File: src/rtl/convst_pulse_generator_pkg.sv
// Shared ADC-side constants: strobe FSM encoding and down-counter width.
package convst_pulse_generator_pkg;

    // Width of the strobe/hold-off down-counter
    localparam int unsigned CNT8_W = 8;

    // FSM encoding; the unused code 2'd3 recovers to idle
    localparam logic [1:0] ST_IDLE = 2'd0;
    localparam logic [1:0] ST_LOW  = 2'd1;
    localparam logic [1:0] ST_HOLD = 2'd2;

endpackage

File: src/rtl/convst_pulse_generator.sv
// Turns a one-clock trigger into a fixed-width active-low CONVST strobe
// followed by a forced-high hold-off, with busy/done/overrun/count status.
module convst_pulse_generator
    import convst_pulse_generator_pkg::*;
#(
    parameter int unsigned PULSE_WIDTH = 4,
    parameter int unsigned HOLDOFF     = 2,
    parameter int unsigned CNT_W       = 16
) (
    input  logic             clk,
    input  logic             rst_n,
    input  logic             trigger,
    input  logic             overrun_clr,
    output logic             convst_n,
    output logic             busy,
    output logic             done,
    output logic             overrun,
    output logic [CNT_W-1:0] strobe_count
);

    // Out-of-range timing parameters cannot be represented by the 8-bit counter
    generate
        if (PULSE_WIDTH < 1 || PULSE_WIDTH > 255 || HOLDOFF > 255) begin : g_bad_param
            $fatal(1, "convst_pulse_generator: illegal PULSE_WIDTH/HOLDOFF");
        end
    endgenerate

    localparam logic [CNT8_W-1:0] PW_LOAD  = CNT8_W'(PULSE_WIDTH - 1);
    localparam logic [CNT8_W-1:0] HO_LOAD  = CNT8_W'(HOLDOFF - 1);
    localparam bit                HAS_HOLD = (HOLDOFF != 0);

    logic [1:0]        state_q, state_d;
    logic [CNT8_W-1:0] cnt_q, cnt_d;
    logic              convst_n_d, busy_d, done_d, overrun_d;
    logic [CNT_W-1:0]  strobe_count_d;

    // FSM, down-counter and all output registers
    always_ff @(posedge clk or negedge rst_n) begin
        if (!rst_n) begin
            state_q      <= ST_IDLE;
            cnt_q        <= '0;
            convst_n     <= 1'b1;
            busy         <= 1'b0;
            done         <= 1'b0;
            overrun      <= 1'b0;
            strobe_count <= '0;
        end else begin
            state_q      <= state_d;
            cnt_q        <= cnt_d;
            convst_n     <= convst_n_d;
            busy         <= busy_d;
            done         <= done_d;
            overrun      <= overrun_d;
            strobe_count <= strobe_count_d;
        end
    end

    // Next-state and next-output logic; a dropped trigger beats overrun_clr
    always_comb begin
        state_d        = state_q;
        cnt_d          = cnt_q;
        convst_n_d     = convst_n;
        busy_d         = busy;
        done_d         = 1'b0;
        overrun_d      = overrun & ~overrun_clr;
        strobe_count_d = strobe_count;

        case (state_q)
            ST_IDLE: begin
                convst_n_d = 1'b1;
                busy_d     = 1'b0;
                if (trigger) begin
                    state_d        = ST_LOW;
                    convst_n_d     = 1'b0;
                    busy_d         = 1'b1;
                    cnt_d          = PW_LOAD;
                    strobe_count_d = strobe_count + CNT_W'(1);
                end
            end
            ST_LOW: begin
                if (trigger) begin
                    overrun_d = 1'b1;
                end
                if (cnt_q != '0) begin
                    cnt_d = cnt_q - CNT8_W'(1);
                end else if (HAS_HOLD) begin
                    state_d    = ST_HOLD;
                    convst_n_d = 1'b1;
                    cnt_d      = HO_LOAD;
                end else begin
                    state_d    = ST_IDLE;
                    convst_n_d = 1'b1;
                    busy_d     = 1'b0;
                    done_d     = 1'b1;
                end
            end
            ST_HOLD: begin
                if (trigger) begin
                    overrun_d = 1'b1;
                end
                if (cnt_q != '0) begin
                    cnt_d = cnt_q - CNT8_W'(1);
                end else begin
                    state_d = ST_IDLE;
                    busy_d  = 1'b0;
                    done_d  = 1'b1;
                end
            end
            default: begin
                state_d    = ST_IDLE;
                cnt_d      = '0;
                convst_n_d = 1'b1;
                busy_d     = 1'b0;
            end
        endcase
    end

endmodule

File: config.mk
export PLATFORM = sky130hd
export DESIGN_NAME = convst_pulse_generator
export DESIGN_NICKNAME = d
export VERILOG_FILES = /design/src/rtl/convst_pulse_generator_pkg.sv /design/src/rtl/convst_pulse_generator.sv
export SDC_FILE = /design/constraint.sdc
export NUM_CORES = 1
export LEC_CHECK = 0
export ABC_CLOCK_PERIOD_IN_PS = 3500
export CORE_MARGIN = 2
export CORE_UTILIZATION = 50
export CTS_CLUSTER_DIAMETER = 120
export DETAILED_ROUTE_END_ITERATION = 16
export PLACE_DENSITY = 0.75
export SLEW_MARGIN = 30
export SYNTH_ARGS = -nofsm -noshare
export SYNTH_HDL_FRONTEND = slang
export SYNTH_SLANG_ARGS = --single-unit
File: constraint.sdc
create_clock -name clk -period 3.5 [get_ports clk]
set_clock_uncertainty 0.1 [all_clocks]
set_input_delay 0.7 -clock clk [delete_from_list [all_inputs] [get_ports clk]]
set_output_delay 0.7 -clock clk [all_outputs]
set_load 0.01 [all_outputs]
# Word level (Yosys, flattened, before mapping)
# Cells that the tools add are included.
# W data, S select, Z words.
[classes] n_mux=18 n_reduce_logical=8 n_eq_ne=6 bitwise=4 add_sub_neg=2
[op_table] op="$mux W8" n=3
[op_table] op="$pmux W8 S3" n=1
[op_table] op="$add A16 B1 Y16 const B" n=1
[op_table] op="$mux W1" n=8
[op_table] op="$ne A2 B2 Y1 const B" n=4
[op_table] op="$reduce_and A2 Y1" n=4
[op_table] op="$reduce_bool A8 Y1" n=1
[op_table] op="$sub A8 B1 Y8 const B" n=1
[op_table] op="$mux W2" n=3
[op_table] op="$pmux W1 S3" n=2
[op_table] op="$pmux W2 S3" n=1
[op_table] op="$not A1 Y1" n=3
[op_table] op="$reduce_and A3 Y1" n=1
[op_table] op="$eq A2 B1 Y1 const B" n=1
[op_table] op="$eq A2 B2 Y1 const B" n=1
[op_table] op="$logic_not A2 Y1" n=1
[op_table] op="$reduce_or A2 Y1" n=1
[op_table] op="$and A1 B1 Y1" n=1
[word_totals] output_inout_bits=20 input_bits=4 wordCells=45 register_bits=30

# Logic depth before layout (Yosys ltp)
[depth] ltp_word=4 mapped_depth=6 depth_no_buf=6

# Least setup slack after synthesis
# No wires, ideal clock.
[synth_path] path_type="register to register" from="reg state_q[0]" to="reg cnt_q[2]" path_stages_with_launch=7 path_slack_ns=1.489 path_buffers=0 t_arrival_ns=1.786 t_required_ns=3.275 setup_time_ns=0.125 synth_period_minus_slack_ns=2.011 cell_sequence="dfrtp_1 > inv_1 > ha_1 > or4b_2 > o22a_2 > a21boi_2 > nor2_1"
[synth_between] elab_chain_cells=3 elab_cells_between_ends=7 classes_between="eq/ne (4); mux (1); reduce/logical (2)"
[synth_rtl] item="start: declaration" line_no="convst_pulse_generator.sv:32" text="logic [1:0] state_q, state_d;"
[synth_rtl] item="start signal: assignment" line_no="convst_pulse_generator.sv:48" text="state_q <= state_d;"
[synth_rtl] item="$eq A2 B2 Y1 / $logic_not A2 Y1 (equally long branches)" line_no="convst_pulse_generator.sv:68" text="case (state_q)"
[synth_rtl] item="$ne A2 B2 Y1 (no source line)"
[synth_rtl] item="$reduce_and A2 Y1 (no source line)"
[synth_rtl] item="end signal: assignment" line_no="convst_pulse_generator.sv:49" text="cnt_q <= cnt_d;"
[synth_rtl] item="end: declaration" line_no="convst_pulse_generator.sv:33" text="logic [CNT8_W-1:0] cnt_q, cnt_d;"
# Several ways; a longest one is shown, not always the timed one.
# A chain may end at the register's enable or synchronous reset.

# Worst setup path in the final report
[layout_path] from="in trigger" to="reg cnt_q[3]"
[layout_between] elab_chain_cells=2
[layout_rtl] item="start: declaration" line_no="convst_pulse_generator.sv:12" text="input logic trigger,"
[layout_rtl] item="$ne A2 B2 Y1 (no source line)"
[layout_rtl] item="$reduce_and A2 Y1 (no source line)"
# Every way passes these cells.

==> qor.yml <==
status:
  status: "finished, final reports clean"
logic_synthesis:
  synthAdderAreaFrac: 0.0654
  yosysMostFrequentCell: "dfrtp_1"
  yosysUniqueCellTypes: 40
  synth_xor_area_frac: 0.0915
  syn_avg_cell_area_um2: 10.9
  syn_nets: 152
  syn_inst: 140
  synthSimpleGateAreaFrac: 0.194
  synth_compound_area_frac: 0.104
  synth_top_area_frac: 0.474
  yosys_warnings: 0
  synth_top_family_by_area: "simple AND/OR/NAND/NOR gates"
  synth_edf_count: 0
  yosys-top-cells-area: "dfrtp_1, ha_1, xnor2_1"
  ys_async_sr_fraction: 1.00
  muxShareOfSynthArea: 0.0245
  synth_area_um2: 1530
  synthTopCellsByCount: "dfrtp_1, nand2_1, inv_1, xnor2_1"
  synth_seq_cells: 30
  ys.flop_type: "dfrtp_1"
  synth_top_area_cell: "dfrtp_1"
  ys_seq_area_frac: 0.491
cts:
  cts_root_buf: "clkbuf_4"
  path_clk_slew_ps: 100
  ctsHoldBuffers: 0
  clockBufferDepth: 2
  cts_made_buffers: 5
  post_cts_buffers: 0
  clk_latency_ps: 330
  htree_num_levels: 2
  cts_sinks: 30
  cts_tree: "done"
  post_cts_resize_count: 0
global_routing:
  grt_pass1_vias: 1126
  globalRoute.totalOverflow: 0
  antenna_found_initial: 0
  grt_pass1_wl_um: 5310
  grt_use_total: 0.204
  grt_max_degree: 31
cells_and_area:
  n_antenna_cell: 0
  final_cell_count_no_fill: 204
  multi_input_area_um2: 734
  nets: 182
  seq_area_um2: 752
  fill_cells: 258
  drive_above_1_share: 0.129
  area_growth_pct: 21.4
place:
  pre_cts_slack_ps: 817
  port_buffers: 23
  gp_congestion: 0.759
  dp_hpwl_um: 2180
  place_inst: 196
critical_path:
  cp_num_buf_inv: 1
  crit_required_ps: 3660
  cp_max_fo: 10
  end_kind: "flip-flop"
  slowest_delay_ps: 630
  cp_slowest_cell: "or4b_2"
  start_kind: "input pin"
  crit_type: "in2reg"
  cpLargestDelayFamily: "simple AND/OR/NAND/NOR gates"
  worstPathCellList: "clkdlybuf4s50_1 -> nand2b_1 -> o21ai_2 -> or4b_2 -> a21oi_1"
  worstPathArrival_ps: 2510
timing:
  fmax_mhz: 425
  rsz0062_at_grt: "false"
  tightest_slew_ps: 654
  maxSlewHeadroom: 0.560
  finalWorstPathRequiredPeriod_ps: 2350
  setup_viol_count_final: 0
  whs_ps: 389
  report.final.slew_viol_count: 0
  final.period_utilization: 0.672
  postLayoutSetupSlackWorst_ps: 1150
  tns_ps: 0
  hold_violations: 0
route:
  via_per_inst: 5.57
  first_pass_iters: 4
  drc: 0
  wl_um: 3030
  vias: 1137
  drt_iter0_drc: 14
  ant_nets: 0
  route.detailed.wl_per_inst_um: 14.9
floorplanning:
  die_w_um: 59.3
  start_util: 0.514
  rows: 20
  die_area_um2: 3520
  io-pin-count: 24
  dieHeight_um: 59.3
  core_um2: 2980
power:
  switching_share: 0.389
  seq_power_share: 0.403
  leakagePower_uw: 0.000841
  intPower_uw: 830
  cellPowerDensity_nw_per_um2: 731
  clkPwrFrac: 0.160
  p_sw_uw: 529
  p_comb_frac: 0.438
  ir_worst_vdd_mv: 0.467
job:
  drv_cap: 0
min_path:
  holdCritPathClass: "reg2reg"
through the flow:
| step | area (um2) | total power (uW) | utilization |
|---|---|---|---|
| after floorplan | 1530 | 947 | - |
| after detailed placement | 1800 | 1140 | 0.604 |
| final | 1860 | 1360 | 0.624 |
| after global routing | 1860 | 1470 | 0.624 |
| after global placement | 1800 | 1120 | 0.604 |
| after CTS | 1860 | 1370 | 0.624 |
layout make-up:
type	count	share of cell area
Tap cell	33	0.0222
Inverter	9	0.0182
Timing Repair Buffer	24	0.128
Clock inverter	1	0.00269
Sequential cell	30	0.404
Clock buffer	7	0.0296
Multi-Input combinational cell	100	0.395
path summary, 6_finish.rpt:
kind / start / end / slack [ps] / depth (start not counted)
setup reg to reg: state_q[0] / cnt_q[2] / 1260 / 6
max in group asynchronous: rst_n / convst_n / 2330 / 2
hold reg to reg: convst_n / convst_n / 390 / 2
setup / recovery: trigger / cnt_q[3] / 1150 / 5
min in group asynchronous: rst_n / cnt_q[5] / 650 / 2
hold / removal: convst_n / convst_n / 390 / 2
cell usage in the layout (no fill, tap or decap), types with 2 or more instances in the layout:
cell | synthesis | final
dfrtp_1 | 29 | 29
clkdlybuf4s50_1 | 0 | 23
nand2_1 | 11 | 11
inv_1 | 9 | 9
xnor2_1 | 9 | 9
nor2_1 | 8 | 8
ha_1 | 8 | 8
a21oi_1 | 7 | 7
xor2_1 | 7 | 7
nand3_1 | 6 | 6
clkbuf_4 | 0 | 5
o21ai_0 | 4 | 4
nand4_1 | 4 | 4
o31ai_1 | 3 | 3
and3_1 | 3 | 3
or4bb_1 | 2 | 2
or4b_2 | 2 | 2
o21ai_2 | 2 | 2
nor3_1 | 2 | 2
o41ai_1 | 2 | 2
registers in the layout (all words and copies together), names as in the netlist:
register / cells
convst_n: 1
state_q: 2
cnt_q: 8
strobe_count: 16
done: 1
overrun: 1
busy: 1
logic make-up (layout without fill, tap and decap cells):
family	after synthesis	in the layout
simple gates	50	50
mux	3	3
fa+ha+maj	8	8
xor+xnor	16	16
compound gates	23	23
flops	30	30
buf+inv	10	41
metal layers:
| metal | vias to the layer above | share of wire | global-route usage | wire length (um) |
|---|---|---|---|---|
| li1 | 558 | - | - | - |
| met1 | 556 | 0.47 | 0.266 | 1410 |
| met2 | 17 | 0.48 | 0.320 | 1460 |
| met3 | 6 | 0.038 | 0.0677 | 116 |
| met4 | 0 | 0.015 | 0.0682 | 47 |
| met5 | - | 0 | 0 | 0 |
worst register-to-register path, delay by kind of cell, from the launching register on:
kind,cells,cell delay (ps)
simple gates,2,730
buf+inv,1,100
fa+ha+maj,1,260
compound gates,2,530
flops,1,410
power by group through the flow:
stage	logic (uW)	registers, uW	clock network [uW]
2_1_floorplan	395	552	0
3_3_place_gp	571	546	0
3_5_place_dp	592	552	0
4_1_cts	600	547	221
5_1_grt	667	561	239
6_report	595	547	217
No activity file was read; power rests on OpenSTA's default activity.
